### src/rtl/microwave_timer_ctrl.sv
// Cook-timer controller: BCD mm:ss countdown, 1 Hz prescaler and magnetron gating
// driven by keypad digits and start/pause/clear/door events.
module microwave_timer_ctrl #(
    parameter int unsigned DIV = 100
) (
    input  logic       clk_in,
    input  logic       rst,
    input  logic       digit_valid,
    input  logic [3:0] digit,
    input  logic       start,
    input  logic       pause,
    input  logic       clear,
    input  logic       door_closed,
    output logic [3:0] min_t,
    output logic [3:0] min_o,
    output logic [3:0] sec_t,
    output logic [3:0] sec_o,
    output logic       mag_on,
    output logic       done,
    output logic [2:0] state
);

    localparam int unsigned PW = (DIV > 1) ? $clog2(DIV) : 1;

    typedef enum logic [2:0] {
        S_IDLE  = 3'd0,
        S_COOK  = 3'd1,
        S_PAUSE = 3'd2,
        S_DONE  = 3'd3
    } state_t;

    state_t        cur_state, nxt_state;
    logic [PW-1:0] presc, presc_nxt;
    logic [3:0]    min_t_nxt, min_o_nxt, sec_t_nxt, sec_o_nxt;
    logic [3:0]    dec_min_t, dec_min_o, dec_sec_t, dec_sec_o;
    logic          done_nxt;
    logic          tick;
    logic          time_zero;
    logic          last_sec;

    assign state     = cur_state;
    assign tick      = (presc == PW'(DIV - 1));
    assign time_zero = (min_t == 4'd0) && (min_o == 4'd0) && (sec_t == 4'd0) && (sec_o == 4'd0);
    assign last_sec  = (min_t == 4'd0) && (min_o == 4'd0) && (sec_t == 4'd0) && (sec_o == 4'd1);

    // One-second BCD decrement; seconds borrow from minutes and reload 59
    always_comb begin
        dec_min_t = min_t;
        dec_min_o = min_o;
        dec_sec_t = sec_t;
        dec_sec_o = sec_o;
        if (sec_o != 4'd0) begin
            dec_sec_o = sec_o - 4'd1;
        end else if (sec_t != 4'd0) begin
            dec_sec_o = 4'd9;
            dec_sec_t = sec_t - 4'd1;
        end else begin
            dec_sec_o = 4'd9;
            dec_sec_t = 4'd5;
            if (min_o != 4'd0) begin
                dec_min_o = min_o - 4'd1;
            end else begin
                dec_min_o = 4'd9;
                dec_min_t = min_t - 4'd1;
            end
        end
    end

    // Next-state, time and pulse logic; event priority door > clear > pause > start > digit
    always_comb begin
        nxt_state = cur_state;
        presc_nxt = '0;
        min_t_nxt = min_t;
        min_o_nxt = min_o;
        sec_t_nxt = sec_t;
        sec_o_nxt = sec_o;
        done_nxt  = 1'b0;
        case (cur_state)
            S_IDLE: begin
                if (clear) begin
                    {min_t_nxt, min_o_nxt, sec_t_nxt, sec_o_nxt} = '0;
                end else if (start && door_closed && !time_zero) begin
                    nxt_state = S_COOK;
                end else if (digit_valid && (digit <= 4'd9)) begin
                    {min_t_nxt, min_o_nxt, sec_t_nxt, sec_o_nxt} = {min_o, sec_t, sec_o, digit};
                end
            end
            S_COOK: begin
                if (!door_closed) begin
                    nxt_state = S_PAUSE;
                end else if (clear) begin
                    nxt_state = S_IDLE;
                    {min_t_nxt, min_o_nxt, sec_t_nxt, sec_o_nxt} = '0;
                end else if (pause) begin
                    nxt_state = S_PAUSE;
                end else if (tick) begin
                    {min_t_nxt, min_o_nxt, sec_t_nxt, sec_o_nxt} =
                        {dec_min_t, dec_min_o, dec_sec_t, dec_sec_o};
                    if (last_sec) begin
                        nxt_state = S_DONE;
                        done_nxt  = 1'b1;
                    end
                end else begin
                    presc_nxt = presc + PW'(1);
                end
            end
            S_PAUSE: begin
                if (clear) begin
                    nxt_state = S_IDLE;
                    {min_t_nxt, min_o_nxt, sec_t_nxt, sec_o_nxt} = '0;
                end else if (start && door_closed) begin
                    nxt_state = S_COOK;
                end
            end
            S_DONE: begin
                // start alone leaves the finished display up; it never restarts cooking
                if (!door_closed || clear) begin
                    nxt_state = S_IDLE;
                end
            end
            default: begin
                nxt_state = S_IDLE;
                {min_t_nxt, min_o_nxt, sec_t_nxt, sec_o_nxt} = '0;
            end
        endcase
    end

    always_ff @(posedge clk_in or posedge rst) begin
        if (rst) begin
            cur_state <= S_IDLE;
            presc     <= '0;
            min_t     <= 4'd0;
            min_o     <= 4'd0;
            sec_t     <= 4'd0;
            sec_o     <= 4'd0;
            mag_on    <= 1'b0;
            done      <= 1'b0;
        end else begin
            cur_state <= nxt_state;
            presc     <= presc_nxt;
            min_t     <= min_t_nxt;
            min_o     <= min_o_nxt;
            sec_t     <= sec_t_nxt;
            sec_o     <= sec_o_nxt;
            mag_on    <= (nxt_state == S_COOK);
            done      <= done_nxt;
        end
    end

endmodule
### config.mk
export PLATFORM = sky130hd
export DESIGN_NAME = microwave_timer_ctrl
export DESIGN_NICKNAME = d
export VERILOG_FILES = /design/src/rtl/microwave_timer_ctrl.sv
export SDC_FILE = /design/constraint.sdc
export NUM_CORES = 1
export LEC_CHECK = 0
export ABC_AREA = 1
export CORE_MARGIN = 10
export CORE_UTILIZATION = 53
export DETAILED_ROUTE_END_ITERATION = 16
export PLACE_DENSITY = 0.88
export SLEW_MARGIN = 15
export SYNTH_ARGS = -nofsm -noshare
export SYNTH_HDL_FRONTEND = slang
export SYNTH_SLANG_ARGS = --single-unit
export TNS_END_PERCENT = 1
### constraint.sdc
create_clock -name clk_in -period 2 [get_ports clk_in]
set_input_delay 0.3 -clock clk_in [delete_from_list [all_inputs] [get_ports clk_in]]
set_output_delay 0.3 -clock clk_in [all_outputs]
set_load 0.05 [all_outputs]
==> results of run 1 <==
[sequential cells by signal, indices dropped and copies added, names as in the netlist]
register,flops
min_o,4
mag_on,1
presc,7
state,3
min_t,4
sec_t,4
done,1
sec_o,4
[kinds of logic (layout without fill, tap and decap cells)]
kind of cell,Yosys count,after routing
xor+xnor,7,7
fa+ha+maj,6,6
simple gates,159,159
compound gates,24,24
other cells,1,1
buf+inv,36,74
flops,28,28
[final cells by class]
class	instances	area [um^2]	area share [%]
clock buffer	4	36.3	1.55
multi-input combinational	197	1050	45.0
timing repair buffer	37	368	15.7
sequential	28	701	30.0
tap	46	57.6	2.46
inverter	33	124	5.30
[report_power, final]
part / internal [mW] / switching, mW / leakage, nW
logic: 0.0919 / 0.179 / 0.837
registers: 0.579 / 0.0178 / 0.386
clock network: 0.112 / 0.167 / 0.0210
[routing by layer]
layer,vias up,share of wire (%),track usage (%)
li1,922,-,-
met1,850,41,17.7
met2,50,52,28.3
met3,8,5.7,2.36
met4,0,2.1,7.39
met5,-,0,0
[stage by stage]
step,util [%],power (mW),worst slack (ns),hold slack [ns],setup TNS [ns]
CTS,68.4,1.15,0.0128,0.322,0
detailed placement,67.3,0.875,0.0927,0.483,0
global route,69.0,1.20,-0.00691,0.356,-0.00691
floorplan,-,0.791,0.166,0.365,0
finish,69.0,1.15,0.0616,0.309,0
global placement,67.3,0.871,0.148,0.453,0
[repair_timing]
action	CTS	global route
gates resized for setup	0	7
setup buffers	0	0
setup endpoints to repair	0	18
[path summary, 6_finish.rpt]
path	to	slack, ns	cells after the start
worst max-delay path	state[1]	0.06	1
worst min-delay path	presc[2]$_DFF_PP0_	0.31	3
worst max register to register	min_o[2]$_DFFE_PP0P_	0.19	9
worst min register to register	presc[0]$_DFF_PP0_	0.50	1
max in group asynchronous	sec_t[0]$_DFFE_PP0P_	1.43	3
min in group clk_in	presc[0]$_DFF_PP0_	0.50	1
[cells in the mapped netlist (all sizes together)]
cell and n:
a21boi 1, a21oi 9, a22oi 2, buf 3, conb 1, dfrtp 28, ha 6, inv 33
nand2 79, nand3 25, nand3b 1, nand4 15, nor2 37, nor3b 2, o21ai 12, xnor2 1
xor2 6
==> impl_table.tex, run 1 <==
\begin{tabular}{lr}
\hline
Metric & Value \\
\hline
\multicolumn{2}{l}{\textbf{Place}} \\
\quad Total of buffers placed on input and output ports & 31 \\
\quad Last weighted congestion value of the routability-driven placer & 0.926 \\
\quad Cell total after placement & 341 \\
\quad Placed wire-length estimate after detailed placement & 3.78 mm \\
\quad Cell area after placement & 2280 um\^{}2 \\
\multicolumn{2}{l}{\textbf{Layout}} \\
\quad Commonest non-fill, non-tap cell in the layout & nand2\_1 \\
\quad Area growth from synthesis to final layout & 23.0\% \\
\quad Post-route insts no fill & 345 \\
\quad Antenna diodes & 0 \\
\quad Number of inserted filler cells in the final layout & 282 \\
\quad Post-layout nets & 317 \\
\quad Design area & 2340 um\^{}2 \\
\quad Most frequent cells in the layout & 74 x nand2\_1, 31 x nor2\_1, 28 x dfrtp\_1 \\
\quad Layout cell share with drive strength beyond 1 & 11.4\% \\
\multicolumn{2}{l}{\textbf{Synth}} \\
\quad Mux cell area share after synthesis & 0\% \\
\quad Synth Register Bits & 28 \\
\quad Portion of the post-synthesis area used by sequential elements & 36.8\% \\
\quad Area fraction in compound gates after synthesis & 7.11\% \\
\quad Synth Area in Simple Gates & 40.6\% \\
\quad Area share of the leading cell type in the synthesized netlist & 36.8\% \\
\quad Xor and xnor area share after synthesis & 3.22\% \\
\quad Dominant combinational cell family by area after synthesis & simple AND/OR/NAND/NOR gates \\
\quad Synthesis warning total & 0 \\
\quad Adder-Cell Fraction of Synth Area & 3.95\% \\
\quad Cell type contributing the most total cell area after synthesis & dfrtp\_1 \\
\quad Synthesized area per cell & 7.29 um\^{}2 \\
\quad Synthesized cell area & 1900 um\^{}2 \\
\quad Main area contributors after synthesis & dfrtp\_1 37\%, nand2\_1 15\%, nor2\_1 6.1\% \\
\quad Number of nets in the synthesized netlist & 278 \\
\quad Number of instances in the synthesized netlist & 261 \\
\quad Library cells used by synthesis & 27 \\
\multicolumn{2}{l}{\textbf{STA}} \\
\quad Worst relative slew slack & 65.6\% \\
\quad Final-report setup violation count & 0 \\
\quad Actual transition at the worst max-transition pin & 0.515 ns \\
\quad Max-slew violation total from the final report & 0 \\
\quad Final hold violations & 0 \\
\quad Post-route minimum period & 1.94 ns \\
\quad Clk\_skew & 0.00843 ns \\
\quad Share of the clock period used by the worst path & 96.9\% \\
\quad RSZ-0062 raised after global routing & yes \\
\quad Top achievable clock speed & 516 MHz \\
\multicolumn{2}{l}{\textbf{Floorplan}} \\
\quad Width of the chip & 79.9 um \\
\quad Area of the core & 3390 um\^{}2 \\
\quad Top Ports & 32 \\
\quad Effective utilization at floorplan & 56.1\% \\
\quad Die Y & 79.9 um \\
\quad Cell Rows & 21 \\
\quad Area enclosed by the die boundary & 6380 um\^{}2 \\
\multicolumn{2}{l}{\textbf{Critical path}} \\
\quad Startpoint type of the worst setup path & flip-flop \\
\quad Buffer and inverter count on the worst path & 1 \\
\quad Crit path max-delay cell type & clkdlybuf4s50\_1 \\
\quad Critical path origin & state[1]\$\_DFF\_PP0\_ \\
\quad Classification of the worst setup path & reg -> out \\
\quad Category of the worst setup path capture point & output port \\
\quad Worst endpoint required time & 1.70 ns \\
\quad Data arrival time of the critical path & 1.64 ns \\
\quad Critical path, cell by cell & clkdlybuf4s50\_1 \\
\quad CP Max Fanout & 4 \\
\quad Startpoint of the lowest-slack register-to-register path & min\_o[0]\$\_DFFE\_PP0P\_ \\
\quad Delay contributed by the slowest stage of the critical path & 0.84 ns \\
\quad Critical path's top delay family & buffers and inverters \\
\multicolumn{2}{l}{\textbf{CTS}} \\
\quad Maximum level of the CTS H-tree & 1 \\
\quad TritonCTS Buffers & 3 \\
\quad CTS Root Cell & clkbuf\_4 \\
\quad Clock tree from TritonCTS & built \\
\quad CTS Buffer Depth & 2 \\
\quad Worst skew pair latency & 0.33 ns \\
\quad Total clock sinks & 28 \\
\quad Register clock-pin slew on the reported worst setup and hold paths & 0.15 ns \\
\quad Hold buffer count at cts & 0 \\
\multicolumn{2}{l}{\textbf{GRT}} \\
\quad Number of global-route vias before repair & 1,803 \\
\quad Initial antenna violation count & 0 \\
\quad Global-route usage over all layers & 15.8\% \\
\quad Global-route wire length before repair & 8.18 mm \\
\quad Pin count of the biggest net entering global routing & 29 \\
\quad Total overflow reported by the global router & 0 \\
\multicolumn{2}{l}{\textbf{Routing}} \\
\quad Routed vias/inst & 5.30 \\
\quad Total length of routed wires & 4.76 mm \\
\quad Number of DRC violations after detailed routing & 0 \\
\quad Total number of vias & 1,830 \\
\quad Avg WL per Cell & 13.8 um \\
\quad Detail Route Antenna Nets & 0 \\
\quad DR pass1 iterations & 4 \\
\quad Drt initial violations & 129 \\
\multicolumn{2}{l}{\textbf{Power}} \\
\quad Total power density per cell area & 490 nW/um\^{}2 \\
\quad Max rail drop VDD & 0.292 mV \\
\quad Static leakage & 1.24 nW \\
\multicolumn{2}{l}{\textbf{Run status}} \\
\quad Outcome & completed \\
\multicolumn{2}{l}{\textbf{Worst hold path}} \\
\quad Min-Delay Path Class & in -> async \\
\multicolumn{2}{l}{\textbf{Run}} \\
\quad \# Max-Cap Violations & 0 \\
\hline
\end{tabular}
(Power assumes the default switching activity.)
==> run 2, diff against run 1 <==
TNS_END_PERCENT = 50   (was 1)
==> results of run 2 <==
The final DEF is identical to that of run 1; final timing and power are the same.
